==> config.mk <==
export PLATFORM = sky130hd
export DESIGN_NAME = note_decoder_flat
export DESIGN_NICKNAME = d
export VERILOG_FILES = /design/src/rtl/note_decoder_pkg.sv /design/src/rtl/note_decoder_if.sv /design/src/rtl/note_decoder_meter.sv /design/src/rtl/note_decoder.sv /design/src/flat_wrapper.sv
export SDC_FILE = /design/constraint.sdc
export NUM_CORES = 1
export LEC_CHECK = 0
export ABC_AREA = 1
export BUFFER_PORTS_ARGS = -buffer_cell sky130_fd_sc_hd__buf_2
export CAP_MARGIN = 10
export CORE_ASPECT_RATIO = 0.7
export CORE_MARGIN = 10
export CORE_UTILIZATION = 67
export CTS_CLUSTER_DIAMETER = 100
export CTS_CLUSTER_SIZE = 30
export DETAILED_ROUTE_END_ITERATION = 8
export MAX_ROUTING_LAYER = met4
export PLACE_DENSITY_LB_ADDON = 0.08
export SYNTH_ARGS = -nofsm -noshare
export SYNTH_HDL_FRONTEND = slang
export SYNTH_SLANG_ARGS = --single-unit
==> constraint.sdc <==
create_clock -name clk -period 5.35 [get_ports clk]
set_clock_uncertainty 0.15 [all_clocks]
set_input_delay 0.2675 -clock clk [delete_from_list [all_inputs] [get_ports clk]]
set_output_delay 0.2675 -clock clk [all_outputs]
set_load 0.01 [all_outputs]
==> src/rtl/note_decoder_pkg.sv <==
// Shared note codes, FSM states and the note period table for the tone decoder.
// Window bounds are computed with integer division so they match a hand calculation.
`timescale 1ns/1ps
package note_pkg;

  localparam int NUM_NOTES = 7;

  localparam logic [3:0] NOTE_DO   = 4'd0;
  localparam logic [3:0] NOTE_RE   = 4'd1;
  localparam logic [3:0] NOTE_MI   = 4'd2;
  localparam logic [3:0] NOTE_FA   = 4'd3;
  localparam logic [3:0] NOTE_SOL  = 4'd4;
  localparam logic [3:0] NOTE_LA   = 4'd5;
  localparam logic [3:0] NOTE_SI   = 4'd6;
  localparam logic [3:0] NOTE_NONE = 4'hF;

  // Note frequencies in tenths of a hertz, do..si.
  localparam int F10 [0:6] = '{2616, 2936, 3296, 3492, 3920, 4400, 4938};

  typedef enum logic [1:0] {
    ST_IDLE,
    ST_ARMED,
    ST_TRACK,
    ST_LOCKED
  } state_e;

  function automatic longint note_period(input longint clk_freq, input longint f10);
    return (clk_freq * 10) / f10;
  endfunction

  function automatic longint win_lo(input longint p, input longint tol_pct);
    return p - (p * tol_pct) / 100;
  endfunction

  function automatic longint win_hi(input longint p, input longint tol_pct);
    return p + (p * tol_pct) / 100;
  endfunction

endpackage

==> src/rtl/note_decoder_if.sv <==
// Result bus between the note decoder and the score/display logic.
`timescale 1ns/1ps
interface note_decoder_if #(
  parameter int CNT_W = 22
);
  logic             listen_en;
  logic [3:0]       note_code;
  logic             note_valid;
  logic             note_start;
  logic             note_end;
  logic [CNT_W-1:0] period_out;

  modport master (
    input  listen_en,
    output note_code, note_valid, note_start, note_end, period_out
  );

  modport slave (
    output listen_en,
    input  note_code, note_valid, note_start, note_end, period_out
  );
endinterface

==> src/rtl/note_decoder_meter.sv <==
// Synchronizes the tone line, detects rising edges and measures the period between them.
// The counter saturates, so a silent line keeps timeout asserted until the next edge.
`timescale 1ns/1ps
module tone_period_meter #(
  parameter int TIMEOUT_CYC = 2_000_000,
  parameter int CNT_W       = 22
) (
  input  logic             clk,
  input  logic             rst_n,
  input  logic             tone_in,
  input  logic             clear,
  output logic             rise,
  output logic [CNT_W-1:0] period,
  output logic             timeout,
  output logic [CNT_W-1:0] period_out
);

  localparam logic [CNT_W-1:0] TIMEOUT_V = CNT_W'(TIMEOUT_CYC);

  logic [1:0]       sync_q, sync_d;
  logic             prev_q, prev_d;
  logic [CNT_W-1:0] cnt_q, cnt_d;
  logic [CNT_W-1:0] period_out_q, period_out_d;

  always_comb begin
    sync_d       = {sync_q[0], tone_in};
    prev_d       = sync_q[1];
    rise         = sync_q[1] & ~prev_q;
    period       = (cnt_q == '1) ? cnt_q : cnt_q + 1'b1;
    timeout      = (cnt_q >= TIMEOUT_V);
    cnt_d        = cnt_q;
    period_out_d = period_out_q;
    if (clear) begin
      cnt_d        = '0;
      period_out_d = '0;
    end else if (rise) begin
      cnt_d        = '0;
      period_out_d = period;
    end else if (cnt_q != '1) begin
      cnt_d = cnt_q + 1'b1;
    end
  end

  always_ff @(posedge clk or negedge rst_n) begin
    if (!rst_n) begin
      sync_q       <= '0;
      prev_q       <= 1'b0;
      cnt_q        <= '0;
      period_out_q <= '0;
    end else begin
      sync_q       <= sync_d;
      prev_q       <= prev_d;
      cnt_q        <= cnt_d;
      period_out_q <= period_out_d;
    end
  end

  assign period_out = period_out_q;

endmodule

==> src/rtl/note_decoder.sv <==
// Classifies each measured tone period into do..si and locks a note after
// CONFIRM_CNT consecutive matching periods, with start/end pulses on lock changes.
`timescale 1ns/1ps
module note_decoder
  import note_pkg::*;
#(
  parameter int CLK_FREQ    = 100_000_000,
  parameter int TOL_PCT     = 2,
  parameter int CONFIRM_CNT = 4,
  parameter int TIMEOUT_CYC = 2_000_000,
  parameter int CNT_W       = 22
) (
  input  logic          clk,
  input  logic          rst_n,
  input  logic          tone_in,
  note_decoder_if.master bus
);

  localparam logic [3:0] CONFIRM_V = 4'(CONFIRM_CNT);

  logic             rise;
  logic             timeout;
  logic [CNT_W-1:0] period;
  logic [CNT_W-1:0] period_out;
  logic [3:0]       code;

  state_e     state_q, state_d;
  logic [3:0] cand_q, cand_d;
  logic [3:0] match_q, match_d;
  logic [3:0] note_code_q, note_code_d;
  logic       note_valid_q, note_valid_d;
  logic       note_start_q, note_start_d;
  logic       note_end_q, note_end_d;
  logic [3:0] match_new;

  tone_period_meter #(
    .TIMEOUT_CYC(TIMEOUT_CYC),
    .CNT_W      (CNT_W)
  ) u_meter (
    .clk       (clk),
    .rst_n     (rst_n),
    .tone_in   (tone_in),
    .clear     (~bus.listen_en),
    .rise      (rise),
    .period    (period),
    .timeout   (timeout),
    .period_out(period_out)
  );

  // Scanned from si down to do so that the lowest matching index wins.
  function automatic logic [3:0] classify(input logic [CNT_W-1:0] p);
    logic [3:0] res;
    longint     nom;
    res = NOTE_NONE;
    for (int i = NUM_NOTES - 1; i >= 0; i--) begin
      nom = note_period(longint'(CLK_FREQ), longint'(F10[i]));
      if (longint'(p) >= win_lo(nom, longint'(TOL_PCT)) &&
          longint'(p) <= win_hi(nom, longint'(TOL_PCT)))
        res = i[3:0];
    end
    return res;
  endfunction

  assign code = classify(period);

  always_comb begin
    state_d      = state_q;
    cand_d       = cand_q;
    match_d      = match_q;
    note_code_d  = note_code_q;
    note_valid_d = note_valid_q;
    note_start_d = 1'b0;
    note_end_d   = 1'b0;
    match_new    = 4'd1;
    if (!bus.listen_en || (timeout && state_q != ST_IDLE)) begin
      note_end_d   = (state_q == ST_LOCKED);
      state_d      = ST_IDLE;
      cand_d       = NOTE_NONE;
      match_d      = '0;
      note_code_d  = NOTE_NONE;
      note_valid_d = 1'b0;
    end else if (rise) begin
      case (state_q)
        ST_IDLE: state_d = ST_ARMED;
        ST_ARMED, ST_TRACK: begin
          if (code == NOTE_NONE) begin
            state_d = ST_ARMED;
            cand_d  = NOTE_NONE;
            match_d = '0;
          end else begin
            match_new = (code == cand_q) ? match_q + 4'd1 : 4'd1;
            cand_d    = code;
            if (match_new >= CONFIRM_V) begin
              state_d      = ST_LOCKED;
              match_d      = '0;
              note_code_d  = code;
              note_valid_d = 1'b1;
              note_start_d = 1'b1;
            end else begin
              state_d = ST_TRACK;
              match_d = match_new;
            end
          end
        end
        ST_LOCKED: begin
          if (code != note_code_q) begin
            note_end_d   = 1'b1;
            note_valid_d = 1'b0;
            note_code_d  = NOTE_NONE;
            cand_d       = code;
            state_d      = (code == NOTE_NONE) ? ST_ARMED : ST_TRACK;
            match_d      = (code == NOTE_NONE) ? 4'd0 : 4'd1;
          end
        end
        default: state_d = ST_IDLE;
      endcase
    end
  end

  always_ff @(posedge clk or negedge rst_n) begin
    if (!rst_n) begin
      state_q      <= ST_IDLE;
      cand_q       <= NOTE_NONE;
      match_q      <= '0;
      note_code_q  <= NOTE_NONE;
      note_valid_q <= 1'b0;
      note_start_q <= 1'b0;
      note_end_q   <= 1'b0;
    end else begin
      state_q      <= state_d;
      cand_q       <= cand_d;
      match_q      <= match_d;
      note_code_q  <= note_code_d;
      note_valid_q <= note_valid_d;
      note_start_q <= note_start_d;
      note_end_q   <= note_end_d;
    end
  end

  assign bus.note_code  = note_code_q;
  assign bus.note_valid = note_valid_q;
  assign bus.note_start = note_start_q;
  assign bus.note_end   = note_end_q;
  assign bus.period_out = period_out;

endmodule

==> src/flat_wrapper.sv <==
// flat-port wrapper written by rule: the top's interface ports become plain ports
module note_decoder_flat import note_pkg::*;
#(
  parameter int CLK_FREQ    = 100_000_000,
  parameter int TOL_PCT     = 2,
  parameter int CONFIRM_CNT = 4,
  parameter int TIMEOUT_CYC = 2_000_000,
  parameter int CNT_W       = 22
)
  (clk, rst_n, tone_in, bus_listen_en, bus_note_code, bus_note_valid, bus_note_start, bus_note_end, bus_period_out);
  note_decoder_if #(.CNT_W(CNT_W)) bus_i ();
  input  logic clk;
  input  logic rst_n;
  input  logic tone_in;
  input wire logic [$bits(bus_i.listen_en)-1:0] bus_listen_en;
  output wire logic [$bits(bus_i.note_code)-1:0] bus_note_code;
  output wire logic [$bits(bus_i.note_valid)-1:0] bus_note_valid;
  output wire logic [$bits(bus_i.note_start)-1:0] bus_note_start;
  output wire logic [$bits(bus_i.note_end)-1:0] bus_note_end;
  output wire logic [$bits(bus_i.period_out)-1:0] bus_period_out;
  assign bus_i.listen_en = bus_listen_en;
  assign bus_note_code = bus_i.note_code;
  assign bus_note_valid = bus_i.note_valid;
  assign bus_note_start = bus_i.note_start;
  assign bus_note_end = bus_i.note_end;
  assign bus_period_out = bus_i.period_out;
  note_decoder #(.CLK_FREQ(CLK_FREQ), .TOL_PCT(TOL_PCT), .CONFIRM_CNT(CONFIRM_CNT), .TIMEOUT_CYC(TIMEOUT_CYC), .CNT_W(CNT_W)) u_core (.clk(clk), .rst_n(rst_n), .tone_in(tone_in), .bus(bus_i));
endmodule
=== Yosys cells after proc, flatten, opt, wreduce, memory -nomap -nowiden ===
Cells that the tools add are included.

* $add $sub $neg: 2
* $lt $le $gt $ge: 16
* Equality and inequality tests: 13
* Multiplexer cells: 54
* Bitwise operators: 2
* Reductions and logical operators: 18

{| class="wikitable"
|+ Operators with widths
! kind !! count
|-
| $mux 22 || 6
|-
| $ge 22x19->1 const B || 4
|-
| $le 22x19->1 const B || 4
|-
| $mux 4 || 22
|-
| $ge 22x18->1 const B || 3
|-
| $le 22x18->1 const B || 3
|-
| $pmux 4 s2 || 3
|-
| $add 22x1->22 const B || 1
|-
| $eq 22x22->1 const B || 1
|-
| $ge 22x21->1 const B || 1
|-
| $ne 22x22->1 const B || 1
|-
| $mux 1 || 16
|-
| $mux 2 || 5
|-
| $logic_and 1x1->1 || 8
|-
| $ne 3x1->1 const B || 2
|-
| $ne 3x2->1 const B || 2
|-
| $pmux 2 s3 || 1
|-
| $reduce_and 5->1 || 1
|-
| $add 4x1->4 const B || 1
|-
| $eq 2x2->1 const B || 2
|-
| $eq 4x4->1 || 1
|-
| $eq 4x4->1 const B || 1
|-
| $ge 4x3->1 const B || 1
|-
| $ne 4x4->1 || 1
|-
| other kinds (13) || 14
|}

* Bits in registers: 64
* Input bits: 4
* Output and inout bits: 29
* Logic and storage cells: 116

=== Depth between registers and ports, before layout ===
* Word-level depth: 19
* Mapped depth: 31
* Depth with buffers taken out: 30

=== Hierarchy ===
Synthesis repeated with hierarchy kept, for this count alone.

* Cells, all modules: 775
* Area, all modules: 4951.0 um^2

{| class="wikitable"
|+ By module, submodules not included
! module !! times used !! cells an instance !! area an instance (um^2)
|-
| tone_period_meter || 1 || 325 || 2499.9
|-
| note_decoder || 1 || 450 || 2451.1
|}

=== Worst setup path before layout ===
No wires, ideal clock.

* Path kind: reg-to-reg
* From: register u_core.u_meter.cnt_q[1]
* To: register u_core.cand_q[2]
* Data arrival time: 3.128 ns
* Data required time: 5.131 ns
* Setup slack: 2.003 ns
* Stages on the path, launching flop included: 29
* Buffers on the path: 2
* Path through: dfrtp_1 > ha_1 > nand2_1 > nor2_4 > nand2_2 > nor2_4 > nand2_4 > buf_6 > inv_1 > nor2_1 > nand2_1 > nor2_1 > o21ai_1 > nand2_1 > nand3_1 > nand2_2 > nand2_2 > nor2_8 > nand2_4 > nand2_1 > nand2_1 > nor2_2 > nand2_1 > nand2_2 > nand3_4 > nand2_2 > buf_6 > nand2_1 > o21ai_2

* Cells in the longest elaborated chain, start to end: 16
* Elaborated cells between the ends (all ways): 45
* Classes of those cells: add/sub: 1; order compare: 15; eq/ne: 4; mux: 13; reduce/logical: 12

{| class="wikitable"
|+ Ends and longest elaborated chain
! item !! RTL line !! RTL
|-
| start, declared || note_decoder_meter.sv:22 || <nowiki>logic [CNT_W-1:0] cnt_q, cnt_d;</nowiki>
|-
| start signal, assigned || note_decoder_meter.sv:53 || <nowiki>cnt_q <= cnt_d;</nowiki>
|-
| $add 22x1->22 or $eq 22x22->1 (tied branches) || note_decoder_meter.sv:29 || <nowiki>period = (cnt_q == '1) ? cnt_q : cnt_q + 1'b1;</nowiki>
|-
| $mux 22 || note_decoder_meter.sv:29 ||
|-
| $ge 22x18->1 or $le 22x18->1 (tied branches) || note_decoder.sv:57, note_decoder.sv:58 ||
|-
| $logic_and 1x1->1 || note_decoder.sv:57 || <nowiki>if (longint'(p) >= win_lo(nom, longint'(TOL_PCT)) &&</nowiki>
|-
| $mux 4 (7 in series) || note_decoder.sv:57 ||
|-
| $eq 4x4->1 || note_decoder.sv:86 || <nowiki>if (code == NOTE_NONE) begin</nowiki>
|-
| $mux 4 || note_decoder.sv:86 ||
|-
| $pmux 4 s2 || note_decoder.sv:83 || <nowiki>case (state_q)</nowiki>
|-
| $mux 4 || note_decoder.sv:82 || <nowiki>end else if (rise) begin</nowiki>
|-
| $mux 4 || note_decoder.sv:75 || <nowiki>if (!bus.listen_en || (timeout && state_q != ST_IDLE)) begin</nowiki>
|-
| end signal, assigned || note_decoder.sv:131 || <nowiki>cand_q <= cand_d;</nowiki>
|-
| end, declared || note_decoder.sv:28 || <nowiki>logic [3:0] cand_q, cand_d;</nowiki>
|}

Several ways; a longest one is shown, not always the timed one. The select of a mux whose other input is x is not followed.
A chain may end at the register's enable or synchronous reset.

=== Worst setup path after layout ===
* From: register u_core.u_meter.cnt_q[0]
* To: register u_core.match_q[1]

* Cells in the longest elaborated chain, start to end: 19
* Elaborated cells between the ends (all ways): 48
* Classes of those cells: add/sub: 1; order compare: 16; eq/ne: 5; mux: 14; reduce/logical: 12

{| class="wikitable"
|+ Ends and longest elaborated chain
! item !! RTL line !! RTL
|-
| $add 22x1->22 or $eq 22x22->1 (tied branches) || note_decoder_meter.sv:29 ||
|-
| $mux 22 || note_decoder_meter.sv:29 ||
|-
| $ge 22x18->1 or $le 22x18->1 (tied branches) || note_decoder.sv:57, note_decoder.sv:58 ||
|-
| $logic_and 1x1->1 || note_decoder.sv:57 ||
|-
| $mux 4 (7 in series) || note_decoder.sv:57 ||
|-
| $eq 4x4->1 || note_decoder.sv:91 || <nowiki>match_new = (code == cand_q) ? match_q + 4'd1 : 4'd1;</nowiki>
|-
| $mux 4 || note_decoder.sv:91 ||
|-
| $ge 4x3->1 || note_decoder.sv:93 || <nowiki>if (match_new >= CONFIRM_V) begin</nowiki>
|-
| $mux 4 || note_decoder.sv:93 ||
|-
| $mux 4 || note_decoder.sv:86 ||
|-
| $pmux 4 s2 || note_decoder.sv:83 ||
|-
| $mux 4 || note_decoder.sv:82 ||
|-
| $mux 4 || note_decoder.sv:75 ||
|-
| end signal, assigned || note_decoder.sv:132 || <nowiki>match_q <= match_d;</nowiki>
|-
| end, declared || note_decoder.sv:29 || <nowiki>logic [3:0] match_q, match_d;</nowiki>
|}

Several ways; a longest one is shown, not always the timed one. The select of a mux whose other input is x is not followed.

==> results.cfg <==
[logic_synthesis]
synth-seq-cells = 64
syn_area_per_cell_um2 = 6.36
synth_area_um2 = 4940
ys.flop_type = dfrtp_1
synth_top_area_share = 0.284
syn-num-nets = 786
synth_cells = 777
yosysUniqueCellTypes = 36
synth-edff-count = 0
ys_warn_count = 0
synth_xor_area_frac = 0.0106
yosys.area_share.simple = 0.468
synth_top_family_by_area = simple AND/OR/NAND/NOR gates
ys_seq_area_frac = 0.326
synth_adder_area_share = 0.0127
yosysTopAreaCell = dfrtp_1
synthArstFlopShare = 1.00
synth-compound-area-share = 0.0864
synth_mux_area_frac = 0
synth.area.top_cells = dfrtp_1, nand2_1, nor2_1, nand3_1, inv_1

[grt]
grt.total_usage = 0.308
grt_max_degree = 65
grt_pass1_wl_um = 26400
antenna_found_initial = 0
first_global_vias = 5070
overflow = 0

[timing]
period_needed_ns = 4.76
timing.fmax_mhz = 210
worst_slew_pin_slew_ns = 0.958
hold_viol = 0
slew_headroom = 0.361
fin_setup_tns_ns = 0
rsz0062_at_grt = false
fin_crit_sh = 0.889
setup_viol_count_final = 0
finalMaxSlewViolations = 0

[layout]
num-fill-cells = 596
finalNonFillerCells = 916
drive_gt1_frac = 0.145
syn2layout_area_growth_pct = 8.49
diodes = 0
num-nets-final = 822

[critical_path]
required_ns = 5.45
worstSetupStartpoint = u_core.u_meter.cnt_q[0]$_DFFE_PN0P_
crit_type = register to register
endpoint = u_core.match_q[1]$_DFFE_PN0P_
rr_endpoint = u_core.match_q[1]$_DFFE_PN0P_
reg2reg_depth = 30
path_max_fanout = 36
cpPeakStageDelay_ns = 0.50
r2r_start = u_core.u_meter.cnt_q[0]$_DFFE_PN0P_
critPathCaptureType = register
cp-start-kind = register
critPathArrivalTime_ns = 4.86
crit_slowest_cell = dfrtp_1
cp_common_cell = nand2_1
r2r_slack_ns = 0.59

[floorplan]
fp.dieH_um = 91.8
die_w_um = 123
rows = 26
dieArea_um2 = 11300
design.core.area_um2 = 7220
start_util = 0.684
boundaryPins = 33

[cts]
clk_path_buf_depth = 2
cts-root-buf = clkbuf_8
ctsResizeCount = 0
cts_max_level = 3
clk_latency_ns = 0.36
clkSinkCount = 64
cts.clk_slew.worst_paths_ns = 0.08
cts_tree = built
numCtsBuffers = 9

[drt]
vias = 5604
routedWlPerCell_um = 18.2
drcViolationCount = 0
vias_per_cell = 6.12
ant_nets = 0
drt-initial-drc-count = 1181
dr.pass1.iters = 9
routed_wl_um = 16600

[placement]
dp_hpwl_um = 12600
gp_congestion = 1.15
portBuffers = 32
dpl.cell_count = 898

[run_status]
status = complete, no violations

[power]
peakVddDrop_mv = 0.166
p_leak_uw = 0.00282
p_int_uw = 742
clkPwrFrac = 0.362
powerDensity_nw_per_um2 = 201
switching_share = 0.310
power.net_switching_uw = 333
p_seq_frac = 0.500
combPwrFrac = 0.138

[run]
max_cap_violations = 0

[hold_path]
holdCritPathClass = register to register
[critical path: cells and delay by family (launching register included)]
kind                       cells  cell delay (ns)
DFF                            1             0.50
buffers and inverters          3             0.36
and+or+nand+nor               26             3.30
adders and majority gates      1             0.33
[power groups by stage]
stage	Sequential [uW]	Combinational, uW	Clock (uW)
floorplan	543	93.8	0
detailed placement	546	144	0
global route	541	166	409
CTS	537	146	385
global placement	544	139	0
finish	538	149	389
[metrics by stage]
stage / total power, uW / hold WS (ns) / utilization / cell area, um2 / setup slack (ns)
floorplan: 637 / -0.178 / - / 4940 / 2.00
global placement: 684 / 0.182 / 0.715 / 5160 / 0.921
detailed placement: 689 / 0.188 / 0.715 / 5160 / 0.782
CTS: 1070 / 0.204 / 0.742 / 5360 / 0.749
global route: 1120 / 0.221 / 0.742 / 5360 / 0.130
finish: 1080 / 0.204 / 0.742 / 5360 / 0.595
[cell type report]
| cell class | count | area, um2 | share of cell area |
|---|---|---|---|
| multi-input cells | 595 | 2850 | 0.532 |
| flip-flops and latches | 64 | 1610 | 0.301 |
| inverters | 107 | 402 | 0.0750 |
| repair buffers | 36 | 195 | 0.0364 |
| clock buffers | 12 | 145 | 0.0271 |
| well taps | 98 | 123 | 0.0229 |
| clock inverters | 4 | 30.0 | 0.00560 |
[kinds of logic (layout without fill, tap and decap cells)]
logic type	count (synthesis)	in the layout
compound gates	77	77
xor+xnor	6	6
fa+ha+maj	5	5
buf+inv	118	159
flops	64	64
simple gates	507	507
[registers in the layout, summed over array words and instances (netlist names)]
| register | count |
|---|---|
| u_core.cand_q | 4 |
| u_core.bus.note_code | 4 |
| u_core.state_q | 2 |
| u_core.u_meter.sync_q | 2 |
| u_core.u_meter.prev_q | 1 |
| u_core.u_meter.cnt_q | 22 |
| u_core.match_q | 4 |
| u_core.bus.note_start | 1 |
| u_core.bus.note_end | 1 |
| u_core.u_meter.period_out | 22 |
| u_core.bus.note_valid | 1 |
[cells in the mapped netlist, types with 2 or more instances]
cell	n
a21oi_1	21
a31oi_1	2
buf_2	2
buf_6	4
clkbuf_1	5
clkinv_1	3
dfrtp_1	56
dfstp_2	8
ha_1	5
inv_1	89
inv_2	15
nand2_1	252
nand2_2	15
nand2_4	5
nand3_1	71
nand3_2	4
nand3_4	2
nand3b_1	3
nand4_1	26
nor2_1	95
nor2_2	12
nor2_4	5
nor3_1	8
nor4_1	8
o21ai_0	36
o21ai_1	5
o21ai_2	3
o21bai_1	3
o22ai_1	2
o41ai_1	2
xnor2_1	4
xor2_1	2
[worst min-delay path by stage]
stage | startpoint | slack, ns | cells after the start | end
global route | u_core.u_meter.sync_q[0]$_DFF_PN0_ | 0.22 | 0 | u_core.u_meter.sync_q[1]$_DFF_PN0_
detailed placement | u_core.u_meter.sync_q[0]$_DFF_PN0_ | 0.19 | 0 | u_core.u_meter.sync_q[1]$_DFF_PN0_
CTS | u_core.u_meter.sync_q[0]$_DFF_PN0_ | 0.20 | 0 | u_core.u_meter.sync_q[1]$_DFF_PN0_
floorplan | rst_n | -0.18 | 0 | u_core.bus.note_end$_DFF_PN0_
finish | u_core.u_meter.sync_q[0]$_DFF_PN0_ | 0.20 | 0 | u_core.u_meter.sync_q[1]$_DFF_PN0_
global placement | u_core.u_meter.sync_q[0]$_DFF_PN0_ | 0.18 | 0 | u_core.u_meter.sync_q[1]$_DFF_PN0_
[routing by layer]
layer | share of wire | track usage | up-vias | routed length (um)
met2 | 0.37 | 0.379 | 486 | 6190
met1 | 0.43 | 0.445 | 2490 | 7100
met4 | 0.028 | 0.0930 | 0 | 466
met3 | 0.17 | 0.118 | 64 | 2880
met5 | 0 | - | - | 0
li1 | - | - | 2564 | -
[what timing repair did]
item | 4_1_cts | 5_1_grt
setup buffers | 0 | 0
hold buffers | 2 | 0
hold endpoints to repair | 57 | 0
setup endpoints to repair | 0 | 0
[cell usage in the layout (no fill, tap or decap), drive strengths merged, types with 2 or more instances in the layout]
master / instances
a21oi: 21
a31oi: 2
buf: 34
clkbuf: 12
clkinv: 6
dfrtp: 56
dfstp: 8
dlygate4sd3: 2
ha: 5
inv: 104
nand2: 272
nand3: 77
nand3b: 3
nand4: 26
nor2: 113
nor3: 8
nor4: 8
o21ai: 44
o21bai: 3
o22ai: 2
o41ai: 2
xnor2: 4
xor2: 2
Note: power is estimated with default switching activity, not from simulation.
